## config.mk

```make
export PLATFORM = sky130hd
export DESIGN_NAME = mem_port_arbiter
export DESIGN_NICKNAME = d
export VERILOG_FILES = /design/src/rtl/mem_port_arbiter_pkg.sv /design/src/rtl/arb_pick.sv /design/src/rtl/mem_port_arbiter.sv
export SDC_FILE = /design/constraint.sdc
export NUM_CORES = 1
export LEC_CHECK = 0
export CAP_MARGIN = 40
export CORE_MARGIN = 10
export CORE_UTILIZATION = 19
export DETAILED_ROUTE_END_ITERATION = 10
export PLACE_DENSITY = 0.82
export SLEW_MARGIN = 20
export SYNTH_ARGS = -nofsm -noshare
export SYNTH_HDL_FRONTEND = slang
export SYNTH_SLANG_ARGS = --single-unit
```

## constraint.sdc

```tcl
create_clock -name clk -period 1.9 [get_ports clk]
set_input_delay 0.285 -clock clk [delete_from_list [all_inputs] [get_ports clk]]
set_output_delay 0.285 -clock clk [all_outputs]
set_load 0.01 [all_outputs]
```

## src/rtl/mem_port_arbiter_pkg.sv

```systemverilog
// Shared constants and types for the two-requester memory port arbiter.
// The optional round-robin tie-break is enabled with ARB_ROUND_ROBIN_EN.
package mem_port_arbiter_pkg;

  // Word-address width of the shared data memory.
  localparam int DATA_MEM_ADDR_SIZE = 10;

  typedef enum logic {
    ST_IDLE = 1'b0,
    ST_RESP = 1'b1
  } arb_state_t;

  typedef enum logic {
    OWN_IF   = 1'b0,
    OWN_DATA = 1'b1
  } owner_t;

endpackage

```

## src/rtl/arb_pick.sv

```systemverilog
// Two-way winner selection between fetch and data requesters.
// ARB_ROUND_ROBIN_EN: ties go to the requester not granted last; otherwise DATA wins.
module arb_pick
  import mem_port_arbiter_pkg::*;
(
  input  logic   elig_if,
  input  logic   elig_d,
`ifdef ARB_ROUND_ROBIN_EN
  input  owner_t last_grant,
`endif
  output logic   win_valid,
  output owner_t win_owner
);

  always_comb begin
    win_valid = elig_if | elig_d;
    win_owner = OWN_IF;
    if (elig_d && !elig_if) begin
      win_owner = OWN_DATA;
    end else if (elig_d && elig_if) begin
`ifdef ARB_ROUND_ROBIN_EN
      win_owner = (last_grant == OWN_IF) ? OWN_DATA : OWN_IF;
`else
      // Data first: it belongs to the older instruction in the pipeline.
      win_owner = OWN_DATA;
`endif
    end
  end

endmodule

```

## src/rtl/mem_port_arbiter.sv

```systemverilog
// Shares one synchronous-read memory port between instruction fetch and data access.
// ARB_ROUND_ROBIN_EN selects alternating tie-break instead of fixed data priority.
module mem_port_arbiter
  import mem_port_arbiter_pkg::*;
#(
  parameter int ADDR_W = DATA_MEM_ADDR_SIZE,
  parameter int DATA_W = 32
) (
  input  logic              clk,
  input  logic              rst,
  input  logic              if_req,
  input  logic [ADDR_W-1:0] if_addr,
  output logic              if_ack,
  output logic [DATA_W-1:0] if_rdata,
  input  logic              d_req,
  input  logic              d_we,
  input  logic [ADDR_W-1:0] d_addr,
  input  logic [DATA_W-1:0] d_wdata,
  output logic              d_ack,
  output logic [DATA_W-1:0] d_rdata,
  output logic [ADDR_W-1:0] mem_addr,
  output logic [DATA_W-1:0] mem_wdata,
  output logic              mem_wren,
  output logic              mem_rden,
  input  logic [DATA_W-1:0] mem_q,
  output logic              if_stall,
  output logic              d_stall
);

  arb_state_t state_reg;
  owner_t     owner_reg;
  logic       is_write_reg;
  logic       elig_if;
  logic       elig_d;
  logic       win_valid;
  owner_t     win_owner;
`ifdef ARB_ROUND_ROBIN_EN
  owner_t     last_grant_reg;
`endif

  // Acks come straight from the registered RESP state, so they pulse exactly once.
  assign if_ack   = (state_reg == ST_RESP) && (owner_reg == OWN_IF);
  assign d_ack    = (state_reg == ST_RESP) && (owner_reg == OWN_DATA);
  assign if_rdata = if_ack ? mem_q : '0;
  assign d_rdata  = (d_ack && !is_write_reg) ? mem_q : '0;
  assign if_stall = if_req & ~if_ack;
  assign d_stall  = d_req & ~d_ack;

  // A requester being acked this cycle cannot win again; reset blocks all grants.
  assign elig_if = rst & if_req & ~if_ack;
  assign elig_d  = rst & d_req & ~d_ack;

  arb_pick u_pick (
    .elig_if    (elig_if),
    .elig_d     (elig_d),
`ifdef ARB_ROUND_ROBIN_EN
    .last_grant (last_grant_reg),
`endif
    .win_valid  (win_valid),
    .win_owner  (win_owner)
  );

  always_comb begin
    mem_addr  = '0;
    mem_wdata = '0;
    mem_wren  = 1'b0;
    mem_rden  = 1'b0;
    if (win_valid) begin
      if (win_owner == OWN_IF) begin
        mem_addr = if_addr;
        mem_rden = 1'b1;
      end else begin
        mem_addr = d_addr;
        if (d_we) begin
          mem_wdata = d_wdata;
          mem_wren  = 1'b1;
        end else begin
          mem_rden = 1'b1;
        end
      end
    end
  end

  always_ff @(posedge clk or negedge rst) begin
    if (!rst) begin
      state_reg      <= ST_IDLE;
      owner_reg      <= OWN_IF;
      is_write_reg   <= 1'b0;
`ifdef ARB_ROUND_ROBIN_EN
      last_grant_reg <= OWN_IF;
`endif
    end else if (win_valid) begin
      state_reg      <= ST_RESP;
      owner_reg      <= win_owner;
      is_write_reg   <= (win_owner == OWN_DATA) && d_we;
`ifdef ARB_ROUND_ROBIN_EN
      last_grant_reg <= win_owner;
`endif
    end else begin
      state_reg    <= ST_IDLE;
      is_write_reg <= 1'b0;
    end
  end

endmodule

```

# Yosys cells after proc, flatten, opt, wreduce, memory -nomap -nowiden
# Cells that the tools add are included.
[totals]
regBits = 3
input_bits = 89
out_inout_bits = 112
word_cells = 38
[classes]
n_mux = 17
n_bitwise = 10
n_reduce_logical = 8
[op_table]
columns = ["op", "count"]
rows = [
  ["two-way mux 32 bit", 5],
  ["two-way mux 10 bit", 2],
  ["two-way mux 1 bit", 10],
  ["AND 1 bit", 6],
  ["logical AND 1 bit", 6],
  ["inverter 1 bit", 3],
  ["zero test 1 bit", 2],
  ["bitwise OR 1 bit", 1],
]

# Depth between registers and ports, before layout
[depth]
word_depth = 9
depth_mapped = 6
depth_no_buf = 4

# By module
# Synthesis repeated with hierarchy kept, for this count alone.
[unflattened]
hier_cells = 180
hier_area_um2 = 969.7
[by_module_without_submodules]
columns = ["module", "n_inst", "cells_each", "area_per_inst_um2", "seq_area_each_um2"]
rows = [
  ["mem_port_arbiter", 1, 178, 959.7, 75.1],
  ["arb_pick", 1, 2, 10.0, 0.0],
]

# Least setup slack after synthesis
# OpenSTA, ideal clock, no wires.
[synth_path]
kind = "register -> output"
from = "register owner_reg"
to = "output port mem_wdata[23]"
arrival_time_ns = 1.238
required_ns = 1.615
slack_ns = 0.377
stages_incl_launch_ff = 7
path_buffers = 2
path_cell_list = "dfrtp_1 a21bo_1 inv_2 and3_4 buf_6 buf_6 and2_1"
[synth_via]
elab_chain_len = 9
word_cells_on_any_way = 15
cone_classes = "4 x mux; 6 x bitwise; 5 x reduce/logical"
[synth_rtl]
columns = ["item", "line", "rtl"]
rows = [
  ["start, declared", "mem_port_arbiter.sv:31", "owner_t owner_reg;"],
  ["start signal, assigned", "mem_port_arbiter.sv:94", "owner_reg <= win_owner;"],
  ["inverter 1 bit", "mem_port_arbiter.sv:42", "assign if_ack = (state_reg == ST_RESP) && (owner_reg == OWN_IF);"],
  ["logical AND 1 bit", "mem_port_arbiter.sv:42", ""],
  ["inverter 1 bit", "mem_port_arbiter.sv:50", "assign elig_if = rst & if_req & ~if_ack;"],
  ["AND 1 bit", "mem_port_arbiter.sv:50", ""],
  ["logical AND 1 bit / zero test 1 bit (equally long branches)", "arb_pick.sv:20, arb_pick.sv:18", ""],
  ["two-way mux 1 bit / logical AND 1 bit (equally long branches)", "arb_pick.sv:20, arb_pick.sv:18", ""],
  ["two-way mux 1 bit", "arb_pick.sv:18", "if (elig_d && !elig_if) begin"],
  ["two-way mux 32 bit", "mem_port_arbiter.sv:69", "if (win_owner == OWN_IF) begin"],
  ["two-way mux 32 bit (*)", "mem_port_arbiter.sv:68", "if (win_valid) begin"],
  ["end, declared", "mem_port_arbiter.sv:22", "output logic [DATA_W-1:0] mem_wdata,"],
]
# Mark *: on every way between the ends. The rest lies on a longest branch, timed or not.

# Worst setup path after layout
[layout_path]
from = "register state_reg"
to = "output port d_rdata[7]"
[layout_via]
elab_chain_len = 3
[layout_rtl]
columns = ["item", "line", "rtl"]
rows = [
  ["start, declared", "mem_port_arbiter.sv:30", "arb_state_t state_reg;"],
  ["start signal, assigned", "mem_port_arbiter.sv:86", "state_reg <= ST_IDLE;"],
  ["start signal, assigned", "mem_port_arbiter.sv:93", "state_reg <= ST_RESP;"],
  ["start signal, assigned", "mem_port_arbiter.sv:100", "state_reg <= ST_IDLE;"],
  ["logical AND 1 bit", "mem_port_arbiter.sv:43", "assign d_ack = (state_reg == ST_RESP) && (owner_reg == OWN_DATA);"],
  ["logical AND 1 bit", "mem_port_arbiter.sv:45", "assign d_rdata = (d_ack && !is_write_reg) ? mem_q : '0;"],
  ["two-way mux 32 bit", "mem_port_arbiter.sv:45", ""],
  ["end, declared", "mem_port_arbiter.sv:20", "output logic [DATA_W-1:0] d_rdata,"],
]
# No other way between the ends.

==> run metrics <==
Worst Setup Path Type=reg -> out; Tcrit/Tclk final=97.3%; Net Count, Synth=247; worst hold path type=in -> async; final worst slack=0.0514 ns; Max-slew headroom=80.4%; final hold violations=0; yosys warns=0; synth top area cells=and2_1, dfrtp_1, o21ai_0; Row Count=26; vias in the first global route=1,946; combinational share of power=71.8%; Worst Setup End Kind=output port; I/O pin cnt=201; fillers=533; met2 track demand over resource=33.8%; cell area power density=roughly 310 nW/µm²; multi-input logic area=about 900 µm²; Max VDD drop=0.313 mV; critical path required time=1.62 ns; Max H-tree Level=1; CP arrival=1.56 ns; initial antenna violation count=0; global-route wire length before repair=12,200 µm; Switch Pwr=0.317 mW; Layout Nets=457; worst setup path start=state_reg; remaining antenna violation count after routing=0; status=completed; DP HPWL=roughly 6800 µm; critical path peak fanout=8; die width=92.8 µm; Final Skew=about 0.0021 ns; cts hold-fix bufs=0; placed standard-cell area=between 3000 and 4000 µm²; Design Area, Final=2920 µm²; post-synthesis cell count=158; largest net degree at the start of global routing=35; final wirelength=8430 µm; # clock sinks=3; met1 usage in global routing=a little under a fifth; Clock Tree Root=clkbuf_8; clk_lat worst skew=~0.21 ns; final setup vio count=0; clk slew on worst S/H paths=around 0.030 ns; non-filler instance count after layout=approximately 440; worst flop-to-flop path startpoint=owner_reg; leak pwr=around 1.6 nW; met3 track demand over resource=6.38%; Core Region=5140 µm²; cts bufs inserted=3; remaining global-route overflow=0; R2R Setup Slk=0.68 ns; layout cell share with drive strength beyond 1=30.5%; Overall Power=0.916 mW; post-route DRC violation count=0; CP Launch Type=flop; top_reg_cell synth=dfrtp_1; Synth Register Bits=3; Reg power frac=about 8.1%; Synth-to-Final Area Change=190%; Buffers on Ports=200; CTS tree=yes; Vias=~1,800; EDFF count, synth=0; dpl cells=approximately 420; commonest non-fill, non-tap cells in the layout=and2_1, clkdlybuf4s50_1, buf_2, dlygate4sd2_1; FF/Latch Area=75.1 µm²; Seq/Total Area, Yosys=7.45%; min Tclk post-route=~1.8 ns; global route hottest layer=met2; fraction of registers with async set/reset=100%; Bufs on Longest Clock Path=2; commonest non-fill, non-tap cell in the layout=and2_1; per-cell routed wire length=19.3 µm; Via density=4.19; drt pass-1 iters=4; Min Hold Slack=0.247 ns; Slew @ Worst Pin=0.294 ns; die area=8610 µm²; diodes inserted=0; switching portion of total power=roughly 35%; reg2reg path depth=5; max-slew violations=0; maximum clock frequency=541 MHz; Mapped Avg Cell Area=6.37 µm²; Netlist Area Pre-Place=1010 µm²; DR iter-0 viols=22; max cap viols=0; Synth top area share=60.2%; clock power share=around a fifth; Chip Height=92.8 µm; GP Congestion=around 0.84; Synth area leader=and2_1; initial core utilization=about a fifth; Post-Place Setup Slack=-0.566 ns; Distinct cells, synth=19; R2R Path End=is_write_reg; Pint=0.599 mW; GR Util All Layers=17.7%
## worst max-delay path by stage
stage,end,slack (ns),depth (start not counted)
floorplan,mem_wdata[23],0.38,6
global placement,mem_wdata[4],-0.56,6
detailed placement,mem_wdata[4],-0.57,6
CTS,mem_addr[4],0.002,7
global route,d_rdata[7],-0.0005,6
finish,d_rdata[7],0.05,6
## critical path: stages, from the launching register on
cell	delay [ns]
dfrtp_1	0.40
buf_6	0.14
and2_4	0.13
and2b_2	0.23
clkbuf_16	0.17
and2_4	0.15
buf_2	0.13
## power by group through the flow
stage	clock network (mW)	logic [mW]	registers, mW
detailed placement	0	0.689	0.0737
CTS	0.188	0.638	0.0729
floorplan	0	0.214	0.0754
finish	0.184	0.658	0.0742
global route	0.196	0.709	0.0751
global placement	0	0.682	0.0734
## final cells by class
| cell class | instances | area share, % |
|---|---|---|
| Clock buffer | 4 | 1.54 |
| Timing Repair Buffer | 215 | 61.1 |
| Inverter | 3 | 0.558 |
| Multi-Input combinational cell | 142 | 31.2 |
| Sequential cell | 3 | 2.57 |
| Tap cell | 70 | 3.00 |
## per-stage QoR
step	setup TNS [ns]	utilization (%)
2_1_floorplan	0	-
3_3_place_gp	-23.29	60.6
3_5_place_dp	-24.13	60.6
4_1_cts	0	55.6
5_1_grt	-0.000537	56.7
6_report	0	56.7
## synth_stat cells (2+ instances only)
| cell type | number |
|---|---|
| a21oi_1 | 10 |
| buf_6 | 4 |
| and2_1 | 97 |
| clkbuf_1 | 9 |
| inv_1 | 2 |
| dfrtp_1 | 3 |
| nor2b_1 | 2 |
| nand3_1 | 10 |
| o21ai_0 | 11 |
## metal layers
metal / wire, µm / part of all wire [%]
met5: 0 / 0
met4: 0 / 0
met3: 739 / 8.8
met2: 4450 / 53
met1: 3250 / 39
## cells by family (layout without fill, tap and decap cells)
family                 Yosys count  count (layout)  share of synthesized area [%]
muxes                            1               1                          0.994
and+or+nand+nor                113             116                           69.1
DFF                              3               3                           7.45
AOI/OAI and AO/OA               24              25                           13.0
buffers and inverters           17             222                           9.44
## timing repair
action,4_1_cts,5_1_grt
setup buffers,1,1
gates resized for setup,353,28
setup endpoints to repair,111,63
pin swaps,3,1
gates cloned,6,1
(Power assumes the default switching activity.)
